`src/rtl/rop_rng_pkg.sv`:
```
// Shared types and widths for the PRNG sample consumer.
//   state_t    : sampler FSM states
//   rng_word_t : 64-bit PRNG word viewed as {hi, lo} sample halves
package rop_rng_pkg;

  localparam int unsigned SAMPLE_W = 32;
  localparam int unsigned WORD_W   = 64;

  typedef enum logic {
    IDLE    = 1'b0,
    PUSH_HI = 1'b1
  } state_t;

  typedef struct packed {
    logic [SAMPLE_W-1:0] hi;
    logic [SAMPLE_W-1:0] lo;
  } rng_word_t;

endpackage

```
`src/rtl/rop_rng_fifo.sv`:
```
// Synchronous FIFO with registered storage and a combinational head view.
//   clk, resetn      : clock, async active-low reset (empties the FIFO)
//   push, push_data  : write request and data (ignored while full)
//   pop              : read request (ignored while empty)
//   count            : occupancy, 0..DEPTH
//   full, empty      : occupancy flags
//   head             : oldest entry, zero while empty
module rop_rng_fifo #(
  parameter int unsigned DEPTH = 4,
  parameter int unsigned WIDTH = 32,
  localparam int unsigned AW = $clog2(DEPTH),
  localparam int unsigned CW = AW + 1
) (
  input  logic             clk,
  input  logic             resetn,
  input  logic             push,
  input  logic [WIDTH-1:0] push_data,
  input  logic             pop,
  output logic [CW-1:0]    count,
  output logic             full,
  output logic             empty,
  output logic [WIDTH-1:0] head
);

  logic [WIDTH-1:0] mem [DEPTH];
  logic [AW-1:0]    wr_ptr;
  logic [AW-1:0]    rd_ptr;
  logic             do_push;
  logic             do_pop;

  assign full    = (count == CW'(DEPTH));
  assign empty   = (count == '0);
  assign do_push = push && !full;
  assign do_pop  = pop && !empty;
  assign head    = empty ? '0 : mem[rd_ptr];

  // Storage is not reset; the empty flag masks stale contents.
  always_ff @(posedge clk) begin
    if (do_push) mem[wr_ptr] <= push_data;
  end

  // Pointers wrap naturally because DEPTH is a power of two.
  always_ff @(posedge clk or negedge resetn) begin
    if (!resetn) begin
      wr_ptr <= '0;
      rd_ptr <= '0;
      count  <= '0;
    end else begin
      if (do_push) wr_ptr <= wr_ptr + AW'(1);
      if (do_pop)  rd_ptr <= rd_ptr + AW'(1);
      case ({do_push, do_pop})
        2'b10:   count <= count + CW'(1);
        2'b01:   count <= count - CW'(1);
        default: count <= count;
      endcase
    end
  end

endmodule

```
`src/rtl/rop_rng_sampler.sv`:
```
// PRNG consumer: takes 64-bit words, splits them into two 32-bit samples in a
// FIFO, serves them over valid/ready and health-tests every consumed word.
//   clk, resetn  : clock, async active-low reset
//   rng_random   : current PRNG word
//   rng_en       : consume current word (PRNG advances on this edge)
//   samp_valid   : FIFO head available
//   samp_ready   : consumer accepts head
//   samp_data    : FIFO head sample
//   health_err   : sticky health-test failure
//   health_clr   : clear health_err and the repeat-detection history
module rop_rng_sampler
  import rop_rng_pkg::*;
#(
  parameter int unsigned FIFO_DEPTH = 4
) (
  input  logic                clk,
  input  logic                resetn,
  input  logic [WORD_W-1:0]   rng_random,
  output logic                rng_en,
  output logic                samp_valid,
  input  logic                samp_ready,
  output logic [SAMPLE_W-1:0] samp_data,
  output logic                health_err,
  input  logic                health_clr
);

  localparam int unsigned CW = $clog2(FIFO_DEPTH) + 1;

  state_t              state;
  state_t              state_next;
  rng_word_t           word;
  logic [CW-1:0]       count;
  logic [CW-1:0]       free;
  logic                full;
  logic                empty;
  logic [SAMPLE_W-1:0] hi_hold;
  logic [WORD_W-1:0]   prev_word;
  logic                prev_valid;
  logic                push;
  logic [SAMPLE_W-1:0] push_data;
  logic                pop;
  logic                latch;
  logic                set_err;
  logic                fill_ok;
  logic                word_good;

  assign word       = rng_word_t'(rng_random);
  assign samp_valid = !empty;
  assign pop        = samp_valid && samp_ready;

  // Two free slots reserve room for both halves, judged before this cycle's pop.
  assign free      = CW'(FIFO_DEPTH) - count;
  assign fill_ok   = !full && (free >= CW'(2)) && !health_err && !health_clr;
  assign word_good = (!prev_valid || (rng_random != prev_word)) && (rng_random != '0);

  rop_rng_fifo #(
    .DEPTH (FIFO_DEPTH),
    .WIDTH (SAMPLE_W)
  ) u_fifo (
    .clk       (clk),
    .resetn    (resetn),
    .push      (push),
    .push_data (push_data),
    .pop       (pop),
    .count     (count),
    .full      (full),
    .empty     (empty),
    .head      (samp_data)
  );

  // State register.
  always_ff @(posedge clk or negedge resetn) begin
    if (!resetn) state <= IDLE;
    else         state <= state_next;
  end

  // Next state and fill control; rng_en is qualified by resetn so it drops
  // the moment reset asserts.
  always_comb begin
    state_next = state;
    rng_en     = 1'b0;
    push       = 1'b0;
    push_data  = '0;
    latch      = 1'b0;
    set_err    = 1'b0;
    case (state)
      IDLE: begin
        if (resetn && fill_ok) begin
          if (word_good) begin
            rng_en     = 1'b1;
            push       = 1'b1;
            push_data  = word.lo;
            latch      = 1'b1;
            state_next = PUSH_HI;
          end else begin
            set_err = 1'b1;
          end
        end
      end
      PUSH_HI: begin
        push       = 1'b1;
        push_data  = hi_hold;
        state_next = IDLE;
      end
    endcase
  end

  // High half, repeat history and sticky error; clear beats a same-cycle failure.
  always_ff @(posedge clk or negedge resetn) begin
    if (!resetn) begin
      hi_hold    <= '0;
      prev_word  <= '0;
      prev_valid <= 1'b0;
      health_err <= 1'b0;
    end else begin
      if (latch) begin
        hi_hold   <= word.hi;
        prev_word <= rng_random;
      end
      if (health_clr)  prev_valid <= 1'b0;
      else if (latch)  prev_valid <= 1'b1;
      if (health_clr)   health_err <= 1'b0;
      else if (set_err) health_err <= 1'b1;
    end
  end

endmodule

```
`config.mk`:
```
export PLATFORM = sky130hd
export DESIGN_NAME = rop_rng_sampler
export DESIGN_NICKNAME = d
export VERILOG_FILES = /design/src/rtl/rop_rng_pkg.sv /design/src/rtl/rop_rng_fifo.sv /design/src/rtl/rop_rng_sampler.sv
export SDC_FILE = /design/constraint.sdc
export NUM_CORES = 1
export LEC_CHECK = 0
export ABC_AREA = 1
export CORE_MARGIN = 2
export CORE_UTILIZATION = 60
export DETAILED_ROUTE_END_ITERATION = 8
export DONT_BUFFER_PORTS = 1
export GPL_ROUTABILITY_DRIVEN = 0
export PLACE_DENSITY = 0.76
export SETUP_SLACK_MARGIN = 0.02
export SYNTH_ARGS = -nofsm -noshare
export SYNTH_HDL_FRONTEND = slang
export SYNTH_HIERARCHICAL = 1
export SYNTH_SLANG_ARGS = --single-unit
```
`constraint.sdc`:
```
create_clock -name clk -period 4.4 [get_ports clk]
set_clock_uncertainty 0.1 [all_clocks]
set_input_delay 0.22 -clock clk [delete_from_list [all_inputs] [get_ports clk]]
set_output_delay 0.22 -clock clk [all_outputs]
set_load 0.01 [all_outputs]
```
==> metrics.txt, run 1 <==
status completed; vias 7825; vias in the first global route 7330; initial antenna violation count 0; pre-CTS setup slack 1.44 ns; area of the multi-input gates 0.00316 mm²; Area growth syn-to-layout 14.7%; synth top area cells edfxtp_1, dfrtp_1, nand2_1, inv_1, o21ai_0; Detailed Route WL 23.8 mm; Post-synth ARST share 36.6%; number of enable flip-flop cells after synthesis 128; H-tree Lvls 1; setup ws final 1.30 ns; Starting Density 61.1%; Clock Pin Slew Worst Setup and Hold Paths 0.06 ns; Detailed Place HPWL 14.8 mm; Setup TNS 0 ns; WS Path Type reg -> out; Slew Viols, Final 0; Mapped Nets 1277; Root Driver clkbuf_16; top cells by count, synth nand2_1, inv_1, edfxtp_1; final period utilization 70.5%; max cap viols 0; Min-Delay Path Class in -> reg; share of cells above drive strength 1 4.71%; Netlist cell types 28; sequential cell area 0.00570 mm²; Leak 5.48 nW; VDD IR max 0.000414 V; Synth Instances 1201; final design utilization 70.1%; DRT Pass-1 Iters 6; I/O pin count 103; pin count of the biggest net entering global routing 79; CTS Buffer Depth 3; Port Buffers 0; Final Critical Period 3.10 ns; first-pass GRT wire length 37.8 mm; dominant synthesized flop cell edfxtp_1; per-cell routed wire length 16.0 µm; post-synth top area cell edfxtp_1; worst-skew pair later-pin latency 0.49 ns; die area 0.0179 mm²; n_diodes 0; Syn Area/Cell 8.41 µm²; Critical Path RT 4.08 ns; Least-Margin Pin Slew 1.15 ns; sequential element share of the synthesized area 56.4%; row cnt 47; final setup vio count 0; placed cell areas 0.0102 mm²; Slew headroom 23.1%; CTS tree built; Crit. End Element output port; RSZ-0062 raised after global routing false; Die Span Y 134 µm; Die Wd 134 µm; TritonCTS Buffers 21; PostCTS Resize Cnt 0; worst-path fanout max 78; final routed DRC violation total 0; final hold vios 0; Ys Warns 6; vias per cell 5.24; core area 0.0165 mm²; cell area after synthesis 0.0101 mm²; fmax 322 MHz; Final ANT Viol Nets 0; Final nets 1335; total track usage 27.1%; gr ovfl total 0; P per Cell Area 643 mW/mm²; CP arrival 2.78 ns; number of fillers in the final layout 1226; Yosys top cell area share 38.1%; count leader, synth nand2_1; FF+latch count, synth 202; CTS sink cnt 202; 1st-iter DRT viols 807; Final Cell Area 0.0116 mm²; CP Launch Type flip-flop
## cell type report
class,count,area share (%)
clock buffer,29,5.24
clock inverter,8,0.594
sequential,202,49.2
timing repair buffer,80,6.92
inverter,259,8.40
tap,220,2.38
multi-input combinational,695,27.3
## flip-flops by register name, summed over array words and instances, names as in the netlist
name           cells
health_err         1
hi_hold           32
state              1
u_fifo/count       3
u_fifo/rd_ptr      2
u_fifo/wr_ptr      2
prev_word         32
prev_valid         1
u_fifo/mem       128
## logic make-up after synthesis
kind of cell | synth area share, %
fa+ha+maj | 1.07
simple gates | 21.6
buf+inv | 12.4
xor+xnor | 1.65
compound gates | 6.87
flops | 56.4
## layer usage
| metal | GRT usage [%] | share of wire, % | wire length, µm | vias to the layer above |
|---|---|---|---|---|
| met5 | 0 | 0 | 0 | - |
| met4 | 8.33 | 2.6 | 626 | 0 |
| met3 | 5.56 | 8.5 | 2020 | 43 |
| met2 | 42.5 | 46 | 11000 | 285 |
| met1 | 38.6 | 43 | 10100 | 3646 |
| li1 | - | - | - | 3851 |
## final timing paths
check | startpoint | end | slack (ns) | cells after the start
worst max register to register | u_fifo/count[1] | u_fifo/mem[2][3] | 1.36 | 9
worst min-delay path | resetn | health_err | 0.04 | 6
min in group asynchronous | resetn | prev_word[28] | 0.20 | 2
worst max-delay path | u_fifo/count[1] | rng_en | 1.30 | 9
worst min register to register | u_fifo/count[0] | u_fifo/count[0] | 0.41 | 1
max in group asynchronous | resetn | hi_hold[6] | 3.70 | 2
## timing repair
item / in CTS / in global routing
setup buffers: 0 / 0
hold endpoints to repair: 146 / 0
hold buffers: 68 / 0
## through the flow
step | total power, W | instances | hold WS [ns]
finish | 0.00745 | 1493 | 0.0376
global route | 0.00796 | 1493 | 0.0914
CTS | 0.00747 | 1493 | 0.0228
detailed placement | 0.00566 | 1388 | -0.174
global placement | 0.00557 | 1388 | -0.173
floorplan | 0.00505 | 1201 | -0.176
## layout by cell type (no fill, tap or decap)
cell,n
buf_12,1
nor4_1,8
clkbuf_16,22
inv_2,7
clkbuf_1,4
nand3_4,1
edfxtp_1,128
clkinv_1,2
or2_1,1
nand3_2,1
o21ai_1,16
fa_1,1
nor2_1,37
clkinv_4,1
nand4_1,14
a211oi_1,1
buf_4,11
a21oi_1,33
ha_1,7
nand2_1,377
clkinvlp_4,1
or2_0,3
inv_1,252
o21ai_0,88
nand3_1,78
nor2_2,6
dlygate4sd3_1,67
clkinv_2,3
dfrtp_1,73
xnor2_1,19
nor3_1,4
buf_16,1
bufinv_16,1
clkbuf_8,3
dfrtp_2,1
## power breakdown
part	total [W]	internal, W	switching (W)	leakage (nW)
Sequential	0.00309	0.00272	0.000362	2.10
Clock	0.00172	0.00102	0.000700	0.331
Combinational	0.00264	0.000821	0.00182	3.05
Total	0.00745	0.00457	0.00288	5.48
## critical path, cell delays in order, from the launching register on
cell and delay [ns]:
dfrtp_1 0.40, inv_1 0.11, nand3_1 0.16, inv_1 0.07
nor4_1 0.28, nand2_1 0.14, nor2_1 0.28, nand3_4 0.33
buf_12 0.33, inv_1 0.17
Power figures use the tool's default switching activity.
==> run 2, diff against run 1 <==
CORE_UTILIZATION = 58   (was 60)
clock period = 2.5 ns   (was 4.4 ns; I/O delays follow)
==> metrics.txt, run 2 (synthesis gave the netlist of run 1 again) <==
RSZ-0062 raised after global routing true; CP Launch Type flip-flop; row cnt 48 (+2.1%); WHS Path Cells 7 (+1); Root Driver clkbuf_16; TritonCTS Buffers 20 (-4.8%); Die Wd 136 µm (+1.7%); final period utilization 101%; max FFs per register 128 (unchanged); fmax 397 MHz; Min-Delay Path Class in -> reg; n_diodes 0 (unchanged); Final Cell Area 0.0124 mm² (+6.7%); Die Span Y 136 µm (+1.7%); Clock Power Share 23.0% (about the same); R2R depth 17 (+8); setup ws final -0.0198 ns (-1.32 ns); pin count of the biggest net entering global routing 76 (-3.8%); vias in the first global route 7958 (+8.6%); WS Path Type reg -> reg; 1st-iter DRT viols 917 (+14%); worst-skew pair later-pin latency 0.49 ns (about the same); Endpoint, Worst Hold health_err; Area growth syn-to-layout 22.4%; per-cell routed wire length 16.6 µm (+4.0%); RR Startpoint prev_word[25]; worst-path fanout max 2 (-97%); core area 0.0172 mm² (+3.9%); Sw Share 37.7% (-0.98 points); status complete, but fails checks; DRT Pass-1 Iters 5 (-1); P per Cell Area 1170 mW/mm² (+82%); final hold vios 0 (unchanged); Starting Density 58.8% (-2.3 points); Least-Margin Pin Slew 0.959 ns (-0.195 ns); Detailed Route WL 25.7 mm (+7.8%); Int Power 0.00901 W (+97%); Final ANT Viol Nets 0 (unchanged); placed cell areas 0.0106 mm² (+3.6%); max cap viols 0 (unchanged); worst min-delay path startpoint rng_random[24]; CTS sink cnt 202 (unchanged); commonest cells after routing, fill and taps aside nand2_1, inv_1, edfxtp_1; final setup vio count 1 (+1); CTS Buffer Depth 3 (unchanged); share of cells above drive strength 1 9.98% (+5.3 points); gr ovfl total 0 (unchanged); I/O pin count 103 (unchanged); critical register-to-register path endpoint u_fifo/count[2]; Final nets 1384 (+3.7%); first-pass GRT wire length 40.2 mm (+6.6%); Clock Pin Slew Worst Setup and Hold Paths 0.06 ns (about the same); VDD IR max 0.000734 V (+77%); most common cell after layout, fill and taps aside nand2_1; failing checks setup timing; Critical Path RT 2.77 ns (-1.31 ns); Detailed Place HPWL 15.1 mm (+2.4%); Leak 5.86 nW (+7.0%); combinational share of power 39.9% (+4.4 points); H-tree Lvls 1 (unchanged); Port Buffers 0 (unchanged); vias 8273 (+5.7%); worst hold margin 0.0565 ns (+0.0189 ns); total track usage 27.8% (+0.70 points); Top Registers u_fifo/mem x128, hi_hold x32, prev_word x32; die area 0.0185 mm² (+3.3%); initial antenna violation count 0 (unchanged); Sequential Power Share 37.1% (-4.3 points); total chip power 0.0145 W (+94%); CP arrival 2.79 ns (about the same); final routed DRC violation total 0 (unchanged); net switching power of the design 0.00546 W (+89%); Slew headroom 35.9% (+13 points); Final Critical Period 2.52 ns; Reg with most FFs u_fifo/mem; R2R setup slack -0.02 ns (-1.38 ns); CTS tree built; Slew Viols, Final 0 (unchanged); Crit. End Element flip-flop; vias per cell 5.35 (+2.0%)
[run 2: final cells by class]
| cell class | instances | area [µm²] |
|---|---|---|
| clock buffer | 26 | 607 |
| timing repair buffer | 130 | 1400 |
| sequential | 202 | 5700 |
| fill | 1230 | 4820 |
| clock inverter | 10 | 144 |
| multi-input combinational | 695 | 3260 |
| tap | 225 | 282 |
| inverter | 259 | 975 |
[run 2: how the worst max path moves through the flow]
stage                          startpoint           endpoint  slack [ns]  cells past startpoint
after CTS                 u_fifo/count[0]    u_fifo/count[2]        0.01                     14
after floorplan           u_fifo/count[1]    u_fifo/count[1]        0.04                     11
after detailed placement  u_fifo/count[1]  u_fifo/mem[2][25]        0.01                      9
after global placement      prev_word[28]    u_fifo/count[2]        0.04                     16
final                       prev_word[25]    u_fifo/count[2]       -0.02                     17
after global routing        prev_word[13]    u_fifo/count[2]       -0.17                     19
[run 2: power by group through the flow]
stage	sequential [W]	combinational (W)	clock, W
5_1_grt	0.00548	0.00643	0.00349
3_3_place_gp	0.00535	0.00501	0
3_5_place_dp	0.00540	0.00512	0
4_1_cts	0.00535	0.00535	0.00337
6_report	0.00537	0.00577	0.00332
2_1_floorplan	0.00527	0.00365	0
[run 2: layer usage]
layer  vias up  track usage, %  wire [µm]
li1       3960               -          -
met1      3888            38.8      10600
met2       365            46.0      12500
met3        60            4.18       1930
met4         0            7.81        701
met5         -               0          0
[run 2: per-stage QoR]
step | worst slack, ns | std cells | utilization (%) | TNS [ns]
CTS | 0.0106 | 1531 | 70.2 | 0
floorplan | 0.0427 | 1201 | - | 0
finish | -0.0198 | 1547 | 71.9 | -0.0198
detailed placement | 0.0120 | 1426 | 61.5 | 0
global placement | 0.0436 | 1426 | 61.5 | 0
global route | -0.169 | 1547 | 71.9 | -0.979
[run 2: repair_timing]
item                                    4_1_cts  5_1_grt
hold buffers                                 68        4
endpoints found under the setup margin       17      265
hold endpoints to repair                    222       74
pin swaps                                     3       21
gates cloned                                  1        5
buffers inserted                              0        8
resized for setup                             7       40
[run 2: critical path, cell delays in order (launching register included)]
cell and delay [ns]:
dfrtp_1 0.39, buf_4 0.14, nand2_1 0.06, nand4_1 0.11, nor2_2 0.17, nand2_1 0.09, nor2_1 0.11, nand3_2 0.12
nand2_2 0.10, o21ai_2 0.07, nand2_2 0.08, ha_4 0.15, inv_4 0.04, fa_2 0.36, nand2_1 0.11, nand3_1 0.09
nand2_1 0.07, nand2_1 0.04
==> run 3, diff against run 2 <==
CAP_MARGIN = 20   (was default)
CORE_UTILIZATION = 60   (was 58)
CTS_BUF_LIST = sky130_fd_sc_hd__clkbuf_4   (was default)
PLACE_DENSITY = 0.79   (was 0.76)
==> metrics.txt, run 3 (synthesis gave the netlist of run 1 again) <==
Final nets 1424 (+2.9%); net switching power of the design 0.00569 W (+4.3%); status complete, but fails checks; Top Registers u_fifo/mem x128, hi_hold x32, prev_word x32; fmax 377 MHz (-5.1%); placed cell areas 0.0106 mm² (+0.18%); Min-Delay Path Class in -> reg; Starting Density 61.1% (+2.3 points); CTS Buffer Depth 3 (unchanged); P per Cell Area 1140 mW/mm² (-2.8%); Final Cell Area 0.0124 mm² (+0.65%); CP Launch Type flip-flop; row cnt 47 (-2.1%); Setup TNS -1.25 ns (-1.23 ns); Port Buffers 0 (unchanged); DRT Pass-1 Iters 5 (unchanged); failing checks setup timing; pin count of the biggest net entering global routing 76 (unchanged); max FFs per register 128 (unchanged); RSZ-0062 raised after global routing true; CP arrival 3.11 ns (+0.32 ns); Slew headroom 65.7% (+30 points); core area 0.0165 mm² (-3.8%); die area 0.0179 mm² (-3.2%); Reg with most FFs u_fifo/mem; Leak 5.95 nW (+1.5%); gr ovfl total 0 (unchanged); Least-Margin Pin Slew 0.515 ns (-0.444 ns); vias per cell 5.36 (+0.31%); worst-path fanout max 4 (+2); Clock Power Share 19.9% (-3.1 points); per-cell routed wire length 16.5 µm (-0.42%); worst-skew pair later-pin latency 0.67 ns (+0.18 ns); Clock Pin Slew Worst Setup and Hold Paths 0.08 ns (+0.02 ns); final routed DRC violation total 0 (unchanged); final setup vio count 35 (+34); 1st-iter DRT viols 872 (-4.9%); vias 8647 (+4.5%); final period utilization 106% (+5.4 points); first-pass GRT wire length 40.4 mm (+0.43%); met2 wire len 13.1 mm (+4.9%); Sequential Power Share 38.2% (+1.1 points); final design utilization 75.3% (+3.3 points); Final Critical Period 2.66 ns (+0.136 ns); Die Span Y 134 µm (-1.6%); highest metal used met4; Sw Share 40.2% (+2.5 points); CTS sink cnt 202 (unchanged); Crit. End Element flip-flop; Slew Viols, Final 0 (unchanged); TritonCTS Buffers 52 (+160%); Detailed Place HPWL 15.0 mm (-0.67%); Critical Path RT 2.95 ns (+0.18 ns); CTS tree built; share of cells above drive strength 1 14.4% (+4.4 points); Post-Route M1 WL 9.94 mm (-6.0%); Area growth syn-to-layout 23.2%; H-tree Lvls 2 (+1); Int Power 0.00846 W (-6.1%); R2R setup slack -0.16 ns (-0.14 ns); final hold vios 0 (unchanged); WL met3 2.47 mm (+28%); WS Path Type reg -> reg; most common cell after layout, fill and taps aside nand2_1; VDD IR max 0.000645 V (-12%); Root Driver clkbuf_4; Final ANT Viol Nets 0 (unchanged); Die Wd 134 µm (-1.6%); commonest cells after routing, fill and taps aside nand2_1, inv_1, edfxtp_1; combinational share of power 41.9% (+2.0 points); Detailed Route WL 26.6 mm (+3.8%); initial antenna violation count 1 (+1); setup ws final -0.156 ns (-0.136 ns); vias in the first global route 8359 (+5.0%); total track usage 29.0% (+1.2 points); max cap viols 0 (unchanged); I/O pin count 103 (unchanged)
==> run 3: changes by cell type in the layout (fill, tap and decap cells not counted), moves of 4 or more <==
cell / change
clkbuf_16: -23
clkinv_2: +4
clkbuf_4: +78
buf_4: +4
o21ai_4: +4
clkinv_1: +12
==> run 3: path summary, 6_finish.rpt <==
path,end,start,cells after the start
min in group asynchronous,hi_hold[30],resetn,3
setup / recovery,u_fifo/count[2],hi_hold[19],18
hold / removal,state,rng_random[4],7
setup reg to reg,u_fifo/count[2],hi_hold[19],18
hold reg to reg,prev_word[1],prev_word[1],2
max in group asynchronous,hi_hold[9],resetn,4
==> run 3: layout make-up <==
class                      count  area, µm²
sequential                   202       5700
fill                        1069       4090
multi-input combinational    695       3320
timing repair buffer         138       1490
inverter                     259        977
clock buffer                  78        586
tap                          220        275
clock inverter                19       85.1
antenna                        1       2.50
==> run 3: critical path, cell delays in order (launching register included) <==
cell and delay [ns]:
dfrtp_1 0.45, nand2_1 0.13, o21ai_1 0.10, nor2_1 0.15, nand2_1 0.09, nor2_2 0.10
nand2_1 0.07, nor2_2 0.11, nand3_2 0.10, nand2_2 0.11, o21ai_4 0.07, nand2_2 0.09
ha_4 0.14, inv_2 0.05, fa_2 0.37, nand2_2 0.10, nand3_2 0.08, nand2_1 0.08
nand2_1 0.07
==> run 3: metal layers <==
layer,up-vias,GRT usage (%)
li1,4078,-
met1,3962,36.8
met2,489,48.6
met3,118,5.56
met4,0,13.2
met5,-,0
==> run 3: power groups by stage <==
stage          combinational [W]  sequential (W)  clock (W)
6_report                 0.00593         0.00540    0.00282
3_3_place_gp             0.00493         0.00535          0
5_1_grt                  0.00651         0.00551    0.00302
4_1_cts                  0.00539         0.00535    0.00284
3_5_place_dp             0.00507         0.00541          0
2_1_floorplan            0.00365         0.00527          0
==> run 3: repair_timing <==
| action | CTS | global route |
|---|---|---|
| gates cloned | 1 | 5 |
| setup endpoints to repair | 6 | 283 |
| buffers inserted | 7 | 6 |
| pin swaps | 9 | 15 |
| hold endpoints to repair | 270 | 54 |
| hold buffers | 69 | 3 |
| resized for setup | 20 | 52 |
==> run 3: metrics by stage <==
| step | hold slack (ns) | setup slack, ns | power [W] | instances |
|---|---|---|---|---|
| after floorplan | -0.271 | 0.0427 | 0.00892 | 1201 |
| after global placement | -0.268 | 0.0109 | 0.0103 | 1426 |
| after detailed placement | -0.268 | -0.0376 | 0.0105 | 1426 |
| after CTS | -0.0697 | -0.0568 | 0.0136 | 1600 |
| after global routing | 0.0856 | -0.342 | 0.0150 | 1612 |
| final | 0.0745 | -0.156 | 0.0142 | 1612 |
